**config.mk**
```make
export PLATFORM = sky130hd
export DESIGN_NAME = hqm_aw_beat_unpacker
export DESIGN_NICKNAME = d
export VERILOG_FILES = /design/src/rtl/hqm_aw_beat_unpacker.sv
export SDC_FILE = /design/constraint.sdc
export NUM_CORES = 1
export LEC_CHECK = 0
export BUFFER_PORTS_ARGS = -buffer_cell sky130_fd_sc_hd__buf_4
export CAP_MARGIN = 0
export CORE_ASPECT_RATIO = 0.9
export CORE_UTILIZATION = 51
export DETAILED_ROUTE_END_ITERATION = 7
export PLACE_DENSITY = 0.8
export REMOVE_ABC_BUFFERS = 1
export SETUP_SLACK_MARGIN = 0.2
export SYNTH_ARGS = -nofsm -noshare
export SYNTH_HDL_FRONTEND = slang
export SYNTH_SLANG_ARGS = --single-unit
```
**constraint.sdc**
```tcl
create_clock -name clk -period 6.8 [get_ports clk]
set_clock_uncertainty 0.05 [all_clocks]
set_input_delay 1.02 -clock clk [delete_from_list [all_inputs] [get_ports clk]]
set_output_delay 1.02 -clock clk [all_outputs]
set_load 0.02 [all_outputs]
```
**src/rtl/hqm_aw_beat_unpacker.sv**
```systemverilog
// hqm_aw_beat_unpacker
//   Splits a packed multi-beat word into a stream of WIDTH-bit beats, beat 0
//   first (beat k = in_data[k*WIDTH +: WIDTH]). Holds one word at a time and
//   reloads on the same cycle the final beat leaves, so back-to-back words
//   stream at one beat per cycle with no bubble.
//
// Ports
//   clk, rst     : rising-edge clock, synchronous active-high reset
//   in_valid     : input word valid (from quad buffer out_valid)
//   in_ready     : word can be accepted this cycle (to quad buffer out_ready)
//   in_data      : packed word, NUM_BEATS beats of WIDTH bits
//   in_nbeats    : valid beats in the word; 0 means NUM_BEATS, values above
//                  NUM_BEATS are clamped and flagged on err_nbeats
//   out_valid    : beat valid
//   out_ready    : downstream accepts beat
//   out_data     : current beat
//   out_last     : current beat is the final beat of its word
//   err_nbeats   : one-cycle pulse after a word with an oversize count is taken
//   status       : registered {in_stall, in_taken, out_stall, out_taken,
//                  out_ready, beat_idx[2:0]}
module hqm_aw_beat_unpacker #(
  parameter int unsigned WIDTH          = 32,
  parameter int unsigned NUM_BEATS      = 4,
  parameter bit          RESET_DATAPATH = 1'b0
) (
  input  logic                       clk,
  input  logic                       rst,
  input  logic                       in_valid,
  output logic                       in_ready,
  input  logic [WIDTH*NUM_BEATS-1:0] in_data,
  input  logic [2:0]                 in_nbeats,
  output logic                       out_valid,
  input  logic                       out_ready,
  output logic [WIDTH-1:0]           out_data,
  output logic                       out_last,
  output logic                       err_nbeats,
  output logic [7:0]                 status
);

  localparam logic [3:0] NB_MAX = 4'(NUM_BEATS);

  logic                       hold_valid;
  logic [WIDTH*NUM_BEATS-1:0] hold_data;
  // One bit wider than the 3-bit input count so NUM_BEATS=8 is representable;
  // the reset value 0 keeps out_last low until the first word loads.
  logic [3:0]                 hold_n;
  logic [2:0]                 beat_idx;

  logic       in_taken;
  logic       out_taken;
  logic [3:0] dec_n;
  logic       nbeats_ovf;

  always_comb begin
    nbeats_ovf = ({1'b0, in_nbeats} > NB_MAX);
    dec_n      = {1'b0, in_nbeats};
    if ((in_nbeats == 3'd0) || nbeats_ovf) begin
      dec_n = NB_MAX;
    end
  end

  assign out_valid = hold_valid;
  assign out_data  = hold_data[beat_idx*WIDTH +: WIDTH];
  assign out_last  = ({1'b0, beat_idx} == (hold_n - 4'd1));

  assign out_taken = out_valid & out_ready;
  // Only combinational path through the block: out_ready -> in_ready.
  assign in_ready  = ~hold_valid | (out_taken & out_last);
  assign in_taken  = in_valid & in_ready;

  // Control state. A load takes priority: in_taken while holding a word is
  // only possible when that word's last beat leaves in the same cycle.
  always_ff @(posedge clk) begin
    if (rst) begin
      hold_valid <= 1'b0;
      hold_n     <= '0;
      beat_idx   <= '0;
      err_nbeats <= 1'b0;
      status     <= '0;
    end else begin
      if (in_taken) begin
        hold_valid <= 1'b1;
        hold_n     <= dec_n;
        beat_idx   <= '0;
      end else if (out_taken) begin
        if (out_last) begin
          hold_valid <= 1'b0;
          beat_idx   <= '0;
        end else begin
          beat_idx <= beat_idx + 3'd1;
        end
      end
      err_nbeats <= in_taken & nbeats_ovf;
      status     <= {in_valid & ~in_ready, in_taken,
                     out_valid & ~out_ready, out_taken,
                     out_ready, beat_idx};
    end
  end

  // Word holding register; reset only when RESET_DATAPATH is set.
  always_ff @(posedge clk) begin
    if (RESET_DATAPATH && rst) begin
      hold_data <= '0;
    end else if (in_taken) begin
      hold_data <= in_data;
    end
  end

endmodule

```
======== Yosys cells after proc, flatten, opt, wreduce, memory -nomap -nowiden ========
Index checks and enable logic that the tools add are counted.
word-level totals
  output and inout bits ................... 44
  flip-flop bits (word level) ............. 145
  bits of input ports ..................... 135
  word-level logic and storage cells ...... 32
cells by class
  bitwise gates (word level) .............. 10
  add/sub/neg operators ................... 2
  multiplexer cells ....................... 5
  eq/ne operators ......................... 1
  reduce and logical (&&, ||, !) cells .... 6
  order comparisons ....................... 1
  shifts and indexed selects .............. 1
operator list
  cell                   number
  $shiftx A128 B9 Y32    1
  $and A1 B1 Y1          6
  $mux W3                2
  $eq A3 B4 Y1           1
  $reduce_bool A2 Y1     2
  $sub A4 B1 Y4 const B  1
  $add A3 B1 Y3 const B  1
  $gt A3 B3 Y1 const B   1
  $logic_not A3 Y1       1
  $mux W1                3
  $not A1 Y1             3
  $reduce_and A2 Y1      1
  $reduce_or A2 Y1       1
  $logic_or A1 B1 Y1     1
  $or A1 B1 Y1           1

======== Logic depth before layout (Yosys ltp) ========
Gate-level depths: netlist (run 1).
  depth in word-level cells ............... 7
  mapped depth ............................ 6
  depth with buffers taken out ............ 6

======== Worst setup path after synthesis (run 1) ========
No wires, ideal clock.
  kind .................................... in2reg
  start ................................... input port in_valid
  end ..................................... register hold_n[2]
  data arrival time ....................... 4687 ps
  library setup time ...................... 72 ps
  required time ........................... 6678 ps
  path slack .............................. 1991 ps
  stages on the path ...................... 3
  path buffers ............................ 0
  cell sequence ........................... nand3_4 > o32ai_4 > mux2_4
between the ends
  word-level cells in the longest chain between the ends .. 1
ends and longest elaborated chain
  what                    RTL line  text
  start: declaration      28        input logic in_valid,
  $and A1 B1 Y1           69        assign in_taken = in_valid & in_ready;
  via in_taken            49        logic in_taken;
  end signal: assignment  83        hold_n <= dec_n;
  end: declaration        46        logic [3:0] hold_n;
The timed path passes the listed nets, and every way through them passes these cells.
A chain may end at the register's enable or synchronous reset.

======== Worst setup path after layout (run 1) ========
  start ................................... register beat_idx[0]
  end ..................................... output port out_data[28]
between the ends
  word-level cells in the longest chain between the ends .. 1
ends and longest elaborated chain
  what                      RTL line  text
  start: declaration        47        logic [2:0] beat_idx;
  start signal: assignment  90        beat_idx <= beat_idx + 3'd1;
  $shiftx A128 B9 Y32       63        assign out_data = hold_data[beat_idx*WIDTH +: WIDTH];
  end: declaration          34        output logic [WIDTH-1:0] out_data,
No other way between the ends.

==> results.md, run 1 <==
- VDD IR-drop max: 289.9 uV
- RSZ-0062 raised after global routing: no
- Worst hold path depth: 2
- RR Endpoint: hold_data[23]
- Worst hold start: hold_n[0]
- Worst-path maximum fanout: 33
- IO Pins: 179
- Type of origin of the critical path: register
- Antenna-violating nets left: 0
- Final setup violation count: 0
- Power per cell area: 283.5 nW/um^2
- Slowest stage delay, CP: 590 ps
- Worst Tran Pin Value: 1030 ps
- Share of cells above drive strength 1: 54.62%
- Cell mode on critical path: buf_4
- Yosys cell types: 36
- # diodes: 0
- IO Port Bufs: 178
- Critical Path RT: 5730 ps
- Final hold vios: 0
- Fin Setup TNS: 0 ps
- Clock buffer depth: 2
- Initial antenna violation count: 0
- Worst hold slack: 438.2 ps
- CP arrival: 2370 ps
- Register bit total from synthesis: 144
- Max Cap Viol: 0
- Mean Syn Cell Area: 20.35 sq um
- Clk pin slew, worst setup/hold paths: 60 ps
- Synth Warn #: 0
- Chip width: 112.4 um
- Reg2reg path depth: 5
- Htree depth: 4
- Slew headroom: 31.35%
- CTS Sinks: 144
- Reg-to-reg startpoint: beat_idx[0]
- Cells after Synth: 275
- Root buffer cell: clkbuf_16
- Final nets: 602
- Post_cts resized: 0
- Starting Density: 53.46%
- Period utilisation layout: 50.54%
- WS Path Type: register to output pin
- Die ar.: 11400 sq um
- Total GRT Usage: 20.94%
- Crit-path cells: buf_4 > mux4_2 > nor2b_1 > buf_4
- WL/cell: 18.75 um
- Slowest-stage cell, CP: mux4_2
- CTS tree: built
- Number of global-route vias before repair: 3332
- DRT iter0 DRCs: 211
- Post-synthesis cell area: 5595 sq um
- WP buf/inv: 2
- Overflow after GRT: 0
- CTS buffer count: 17
- Vias post-DR: 3203
- Main flop type after synthesis: edfxtp_1
- Site row count: 35
- First-pass GRT wire length: 17210 um
- Average vias per placed instance: 5.294
- Reg-to-reg setup timing slack: 3820 ps
- Drt pass-1 iters: 4
- Tmin final: 3437 ps
- Worst Hold Endpoint: hold_n[0]
- Largest net degree at the start of global routing: 84
- Final-report max-slew violation count: 0
- Worst Hold Class: register to register
- Die Ht: 101.4 um
- Final WL: 11350 um
- Synth async-reset ratio: 0%
- HPWL Detailed: 7297 um
- DRC Markers: 0
- Number of synthesized flops with an enable pin: 128
- Outcome: completed
- DP Cell Count: 573
- Achievable frequency: 291.0 MHz
- Later-pin clock latency in the skew report: 400 ps
- Core box area: 10470 sq um
- Delay-heaviest family, CP: buffers and inverters
- Final Wtd Congestion: 0.8151
- Non-filler cells, final: 605
- Crit. End Element: output pin
- CTS Hold Bufs: 0
- Leak pwr: 2.953 nW
- Area grow syn2layout: 37.03%
- Post-CTS Setup Bufs: 0
- Sequential area share after synthesis: 74.42%
state kept, by name, indices dropped and copies added (netlist names):
register    cells
status          8
beat_idx        3
out_valid       1
hold_n          3
err_nbeats      1
hold_data     128
cell usage after synthesis (2+ instances only):
cell      count  area (sq um)
edfxtp_1    128          3844
nor2b_1      34         212.7
mux4_2       32         720.7
dfxtp_1      16         320.3
clkbuf_1      7         26.28
inv_1         6         22.52
nand2_1       6         22.52
nor2_1        5         18.77
ha_1          4         50.05
and2b_2       3         26.28
buf_2         3         15.01
a211oi_1      2         15.01
and3_1        2         12.51
buf_4         2         15.01
mux2i_1       2         20.02
nor3_1        2         10.01
or2_2         2         12.51
metal layers:
metal / up-vias / global-route usage [%] / wire length, um
li1: 1461 / - / -
met2: 164 / 34.69 / 5586
met1: 1563 / 24.04 / 4328
met3: 15 / 9.994 / 1273
met4: 0 / 7.692 / 157
met5: - / 0 / 0
cell families (layout without fill, tap and decap cells):
logic type / Yosys count / count (layout) / share of synthesized area, %
AOI/OAI and AO/OA: 9 / 9 / 1.923
xor gates and xnor gates: 2 / 2 / 0.7156
adders and majority gates: 4 / 4 / 0.8945
buffers and inverters: 19 / 220 / 1.610
DFF: 144 / 144 / 74.42
muxes: 35 / 35 / 13.51
and+or+nand+nor: 62 / 62 / 6.932
metrics by stage:
| stage | cell area (sq um) | setup slack [ps] | power (W) | utilization [%] |
|---|---|---|---|---|
| detailed placement | 7058 | 3729 | 0.001245 | 67.44 |
| CTS | 7667 | 3284 | 0.002190 | 73.26 |
| global placement | 7058 | 3759 | 0.001238 | 67.44 |
| global route | 7667 | 3203 | 0.002237 | 73.26 |
| finish | 7667 | 3363 | 0.002173 | 73.26 |
| floorplan | 5528 | 1048 | 0.001142 | - |
cells in the final DEF, fill, tap and decap left out, drive strengths merged, types with 2 or more instances in the layout:
cell	synthesis	layout
buf	6	182
nand2	6	6
nor3	2	2
edfxtp	128	128
clkbuf	7	18
or2	2	2
and3	2	2
mux2i	2	2
a21oi	2	2
dfxtp	16	16
and2b	4	4
mux4	32	32
nor2b	34	34
ha	4	4
nor2	5	5
inv	6	10
nand3	2	2
clkinv	0	5
a211oi	2	2
clkinvlp	0	2
bufinv	0	3
power by group:
part | total (W) | switching (W) | internal [W]
Combinational | 0.000192 | 0.0000845 | 0.000107
Clock | 0.000948 | 0.000365 | 0.000583
Sequential | 0.00103 | 0.0000143 | 0.00102
Total | 0.00217 | 0.000463 | 0.00171
worst register-to-register path, stage by stage (launching register included):
cell,delay [ps]
dfxtp_2,440
buf_4,550
and2b_1,280
a21oi_4,110
o32ai_4,290
buf_4,800
area by class of cell:
cell class	count	area, sq um
flip-flops and latches	144	4167
inverters	6	22.52
clock inverters	14	180.2
fillers	617	2799
multi-input cells	112	1341
clock buffers	18	429.2
repair buffers	182	1366
well taps	129	161.4
how the worst max path moves through the flow:
stage / from / end / cells after the start
after detailed placement: beat_idx[0] / out_data[2] / 4
after global placement: beat_idx[0] / out_data[2] / 4
after CTS: beat_idx[0] / out_data[28] / 4
final: beat_idx[0] / out_data[28] / 4
after floorplan: beat_idx[0] / hold_n[2] / 4
after global routing: beat_idx[0] / out_data[28] / 4
(Power assumes the default switching activity.)
==> run 2, diff against run 1 <==
Settings changed: ABC_AREA set to 1, CORE_UTILIZATION 51 to 46, PLACE_DENSITY 0.8 to 0.76.
Clock period 6.8 ns to 2.9 ns, I/O delays scaled along.
==> results.md, run 2 <==
- Mean Syn Cell Area: 12.00 sq um (-41%)
- Die ar.: 12650 sq um (+11%)
- Max Cap Viol: 0 (unchanged)
- P_int: 0.003862 W (+130%)
- Site row count: 37 (+5.7%)
- Psw: 0.001088 W (+130%)
- Worst hold slack: 135.7 ps (-302.5 ps)
- Worst-path maximum fanout: 46 (+39%)
- Tmin final: 2541 ps
- Top cells by area, synth: edfxtp_1 (68%), nor2_1 (9.5%), o21ai_0 (5.8%)
- Type of origin of the critical path: register
- RSZ-0062 raised after global routing: no
- Post-CTS Setup Bufs: 0 (unchanged)
- Die Ht: 106.8 um (+5.4%)
- Area share of the largest cell type after synthesis: 68.46% (-0.23 points)
- Crit-path cells: buf_4 > buf_8 > nor2_1 > nor2_1 > o21ai_0 > a21oi_1 > buf_4
- VDD IR-drop max: 471.2 uV (+63%)
- Synth async-reset ratio: 0% (unchanged)
- Largest net degree at the start of global routing: 71 (-15%)
- DP Cell Count: 787 (+37%)
- Most frequent cell after synthesis: nor2_1
- Starting Density: 48.12% (-5.3 points)
- Root buffer cell: clkbuf_16
- CP arrival: 2060 ps (-310 ps)
- Biggest regs: hold_data x128, status x8
- CTS Sinks: 144 (unchanged)
- Cells after Synth: 468 (+70%)
- Final WL: 13190 um (+16%)
- Most frequent cells after synthesis: nor2_1 (142), edfxtp_1 (128), o21ai_0 (65), a21oi_1 (33), nand2_1 (19)
- Number of global-route vias before repair: 4068 (+22%)
- Leading cell types in the layout, fill and taps excluded: buf_4 (186), nor2_1 (142), edfxtp_1 (128)
- Number of synthesized flops with an enable pin: 128 (unchanged)
- Vias post-DR: 4127 (+29%)
- Final-report max-slew violation count: 0 (unchanged)
- Antenna-violating nets left: 0 (unchanged)
- CTS tree: built
- Pre-CTS WS: 643.8 ps (-3085 ps)
- Register bit total from synthesis: 144 (unchanged)
- # diodes: 0 (unchanged)
- Worst Tran Pin Value: 382.1 ps (-647.6 ps)
- Post-route setup slack: 359.3 ps (-3004 ps)
- Biggest register: hold_data
- Post-synthesis cell area: 5614 sq um (+0.34%)
- Outcome: completed
- WL/cell: 16.10 um (-14%)
- Slew headroom: 74.49% (+43 points)
- CTS buffer count: 17 (unchanged)
- Chip width: 118.5 um (+5.4%)
- Clock buffer depth: 2 (unchanged)
- Non-filler cells, final: 819 (+35%)
- Slowest-stage cell, CP: dfxtp_2
- Sequential share of power: 48.9% (+1.3 points)
- Clock power frac: 41.3% (-2.3 points)
- Final hold vios: 0 (unchanged)
- Combinational share of power: 9.8% (+1.0 points)
- Period utilisation layout: 87.61%
- IO Pins: 179 (unchanged)
- WS Path Type: register to output pin
- First-pass GRT wire length: 20040 um (+16%)
- Final nets: 789 (+31%)
- HPWL Detailed: 8957 um (+23%)
- Commonest non-fill, non-tap cell in the layout: buf_4
- Critical Path RT: 2410 ps (-3320 ps)
- Average vias per placed instance: 5.039 (-4.8%)
- Initial antenna violation count: 0 (unchanged)
- Share of cells above drive strength 1: 33.79% (-21 points)
- Sequential area share after synthesis: 74.17% (-0.25 points)
- Core box area: 11670 sq um (+11%)
- Total GRT Usage: 21.68% (+0.74 points)
- Htree depth: 4 (unchanged)
- Cell taking the most area after synthesis: edfxtp_1
- Drt pass-1 iters: 5 (+1)
- DRC Markers: 0 (unchanged)
- IO Port Bufs: 178 (unchanged)
- Synth Warn #: 0 (unchanged)
- Later-pin clock latency in the skew report: 420 ps (+20 ps)
- Overflow after GRT: 0 (unchanged)
- Main flop type after synthesis: edfxtp_1
- CTS Hold Bufs: 0 (unchanged)
- Worst Hold Class: primary input to register
- Yosys cell types: 23 (-36%)
- DRT iter0 DRCs: 228 (+8.1%)
- Largest register FFs: 128 (unchanged)
- Final Wtd Congestion: 0.8230 (+0.97%)
- Achievable frequency: 393.6 MHz
- Fin Setup TNS: 0 ps (unchanged)
- Net switching share of the total power: 21.97% (+0.65 points)
- Leak pwr: 3.137 nW (+6.2%)
- FILL cells: 895 (+45%)
- Slowest stage delay, CP: 330 ps (-260 ps)
- Clk pin slew, worst setup/hold paths: 60 ps (about the same)
- Final setup violation count: 0 (unchanged)
- Area grow syn2layout: 37.20%
- Power per cell area: 642.6 nW/um^2 (+130%)
- Crit. End Element: output pin
run 2: cell count changes in the layout (fill, tap and decap cells not counted), moves of 4 or more:
| cell | delta |
|---|---|
| buf_4 | +4 |
| mux4_2 | -32 |
| nand2_1 | +13 |
| inv_6 | -4 |
| inv_1 | +9 |
| a21oi_1 | +32 |
| o21ai_0 | +64 |
| nor2_1 | +137 |
| clkinv_1 | +6 |
| nor2b_1 | -34 |
run 2: worst paths after layout:
| path | startpoint | end | slack [ps] | cells past startpoint |
|---|---|---|---|---|
| setup / recovery | beat_idx[0] | out_data[24] | 360 | 7 |
| hold / removal | out_ready | status[5] | 140 | 2 |
| setup reg to reg | beat_idx[2] | hold_data[126] | 680 | 10 |
| hold reg to reg | hold_n[1] | hold_n[1] | 460 | 2 |
run 2: cells by family (layout without fill, tap and decap cells):
| logic type | count (synthesis) | after routing | synth area share (%) |
|---|---|---|---|
| flops | 144 | 144 | 74.17 |
| buf+inv | 44 | 239 | 3.276 |
| compound gates | 100 | 100 | 9.004 |
| fa+ha+maj | 4 | 4 | 0.8915 |
| simple gates | 175 | 175 | 12.50 |
| xor+xnor | 1 | 1 | 0.1560 |
run 2: power by group through the flow:
stage | Combinational [W] | Sequential (W) | Clock, W
floorplan | 0.000193 | 0.00248 | 0
CTS | 0.000487 | 0.00242 | 0.00207
finish | 0.000483 | 0.00242 | 0.00205
global route | 0.000526 | 0.00243 | 0.00215
detailed placement | 0.000484 | 0.00246 | 0
global placement | 0.000475 | 0.00246 | 0
run 2: final cells by class:
cell class / count / area [sq um] / share of cell area (%)
tap: 156 / 195.2 / 2.534
inverter: 18 / 70.07 / 0.9097
timing repair buffer: 189 / 1451 / 18.84
sequential: 144 / 4167 / 54.09
clock inverter: 14 / 123.9 / 1.608
multi-input combinational: 280 / 1266 / 16.44
clock buffer: 18 / 429.2 / 5.572
run 2: metal layers:
| metal | part of all wire [%] | track usage (%) |
|---|---|---|
| met5 | 0 | 0 |
| met4 | 2.0 | 10.67 |
| met3 | 8.3 | 6.117 |
| met2 | 48 | 34.96 |
| met1 | 42 | 27.10 |
run 2: critical path: cells and delay by family (launching register included):
family / cells / cell delay [ps]
AO/OA/AOI/OAI: 2 / 360
flip-flops: 1 / 330
AND/OR/NAND/NOR: 2 / 180
buffers and inverters: 3 / 760
run 2: timing repair:
action                     CTS  global route
pin swaps                    0             0
cloned                       0             0
gates resized for setup      1             3
setup endpoints to repair    1             2
run 2: through the flow:
stage          power, W  utilization (%)  area (sq um)
4_1_cts        0.004978            65.98          7697
3_3_place_gp   0.002935            61.21          7141
2_1_floorplan  0.002671                -          5498
3_5_place_dp   0.002948            61.21          7141
5_1_grt        0.005104            66.02          7702
6_report       0.004950            66.02          7702
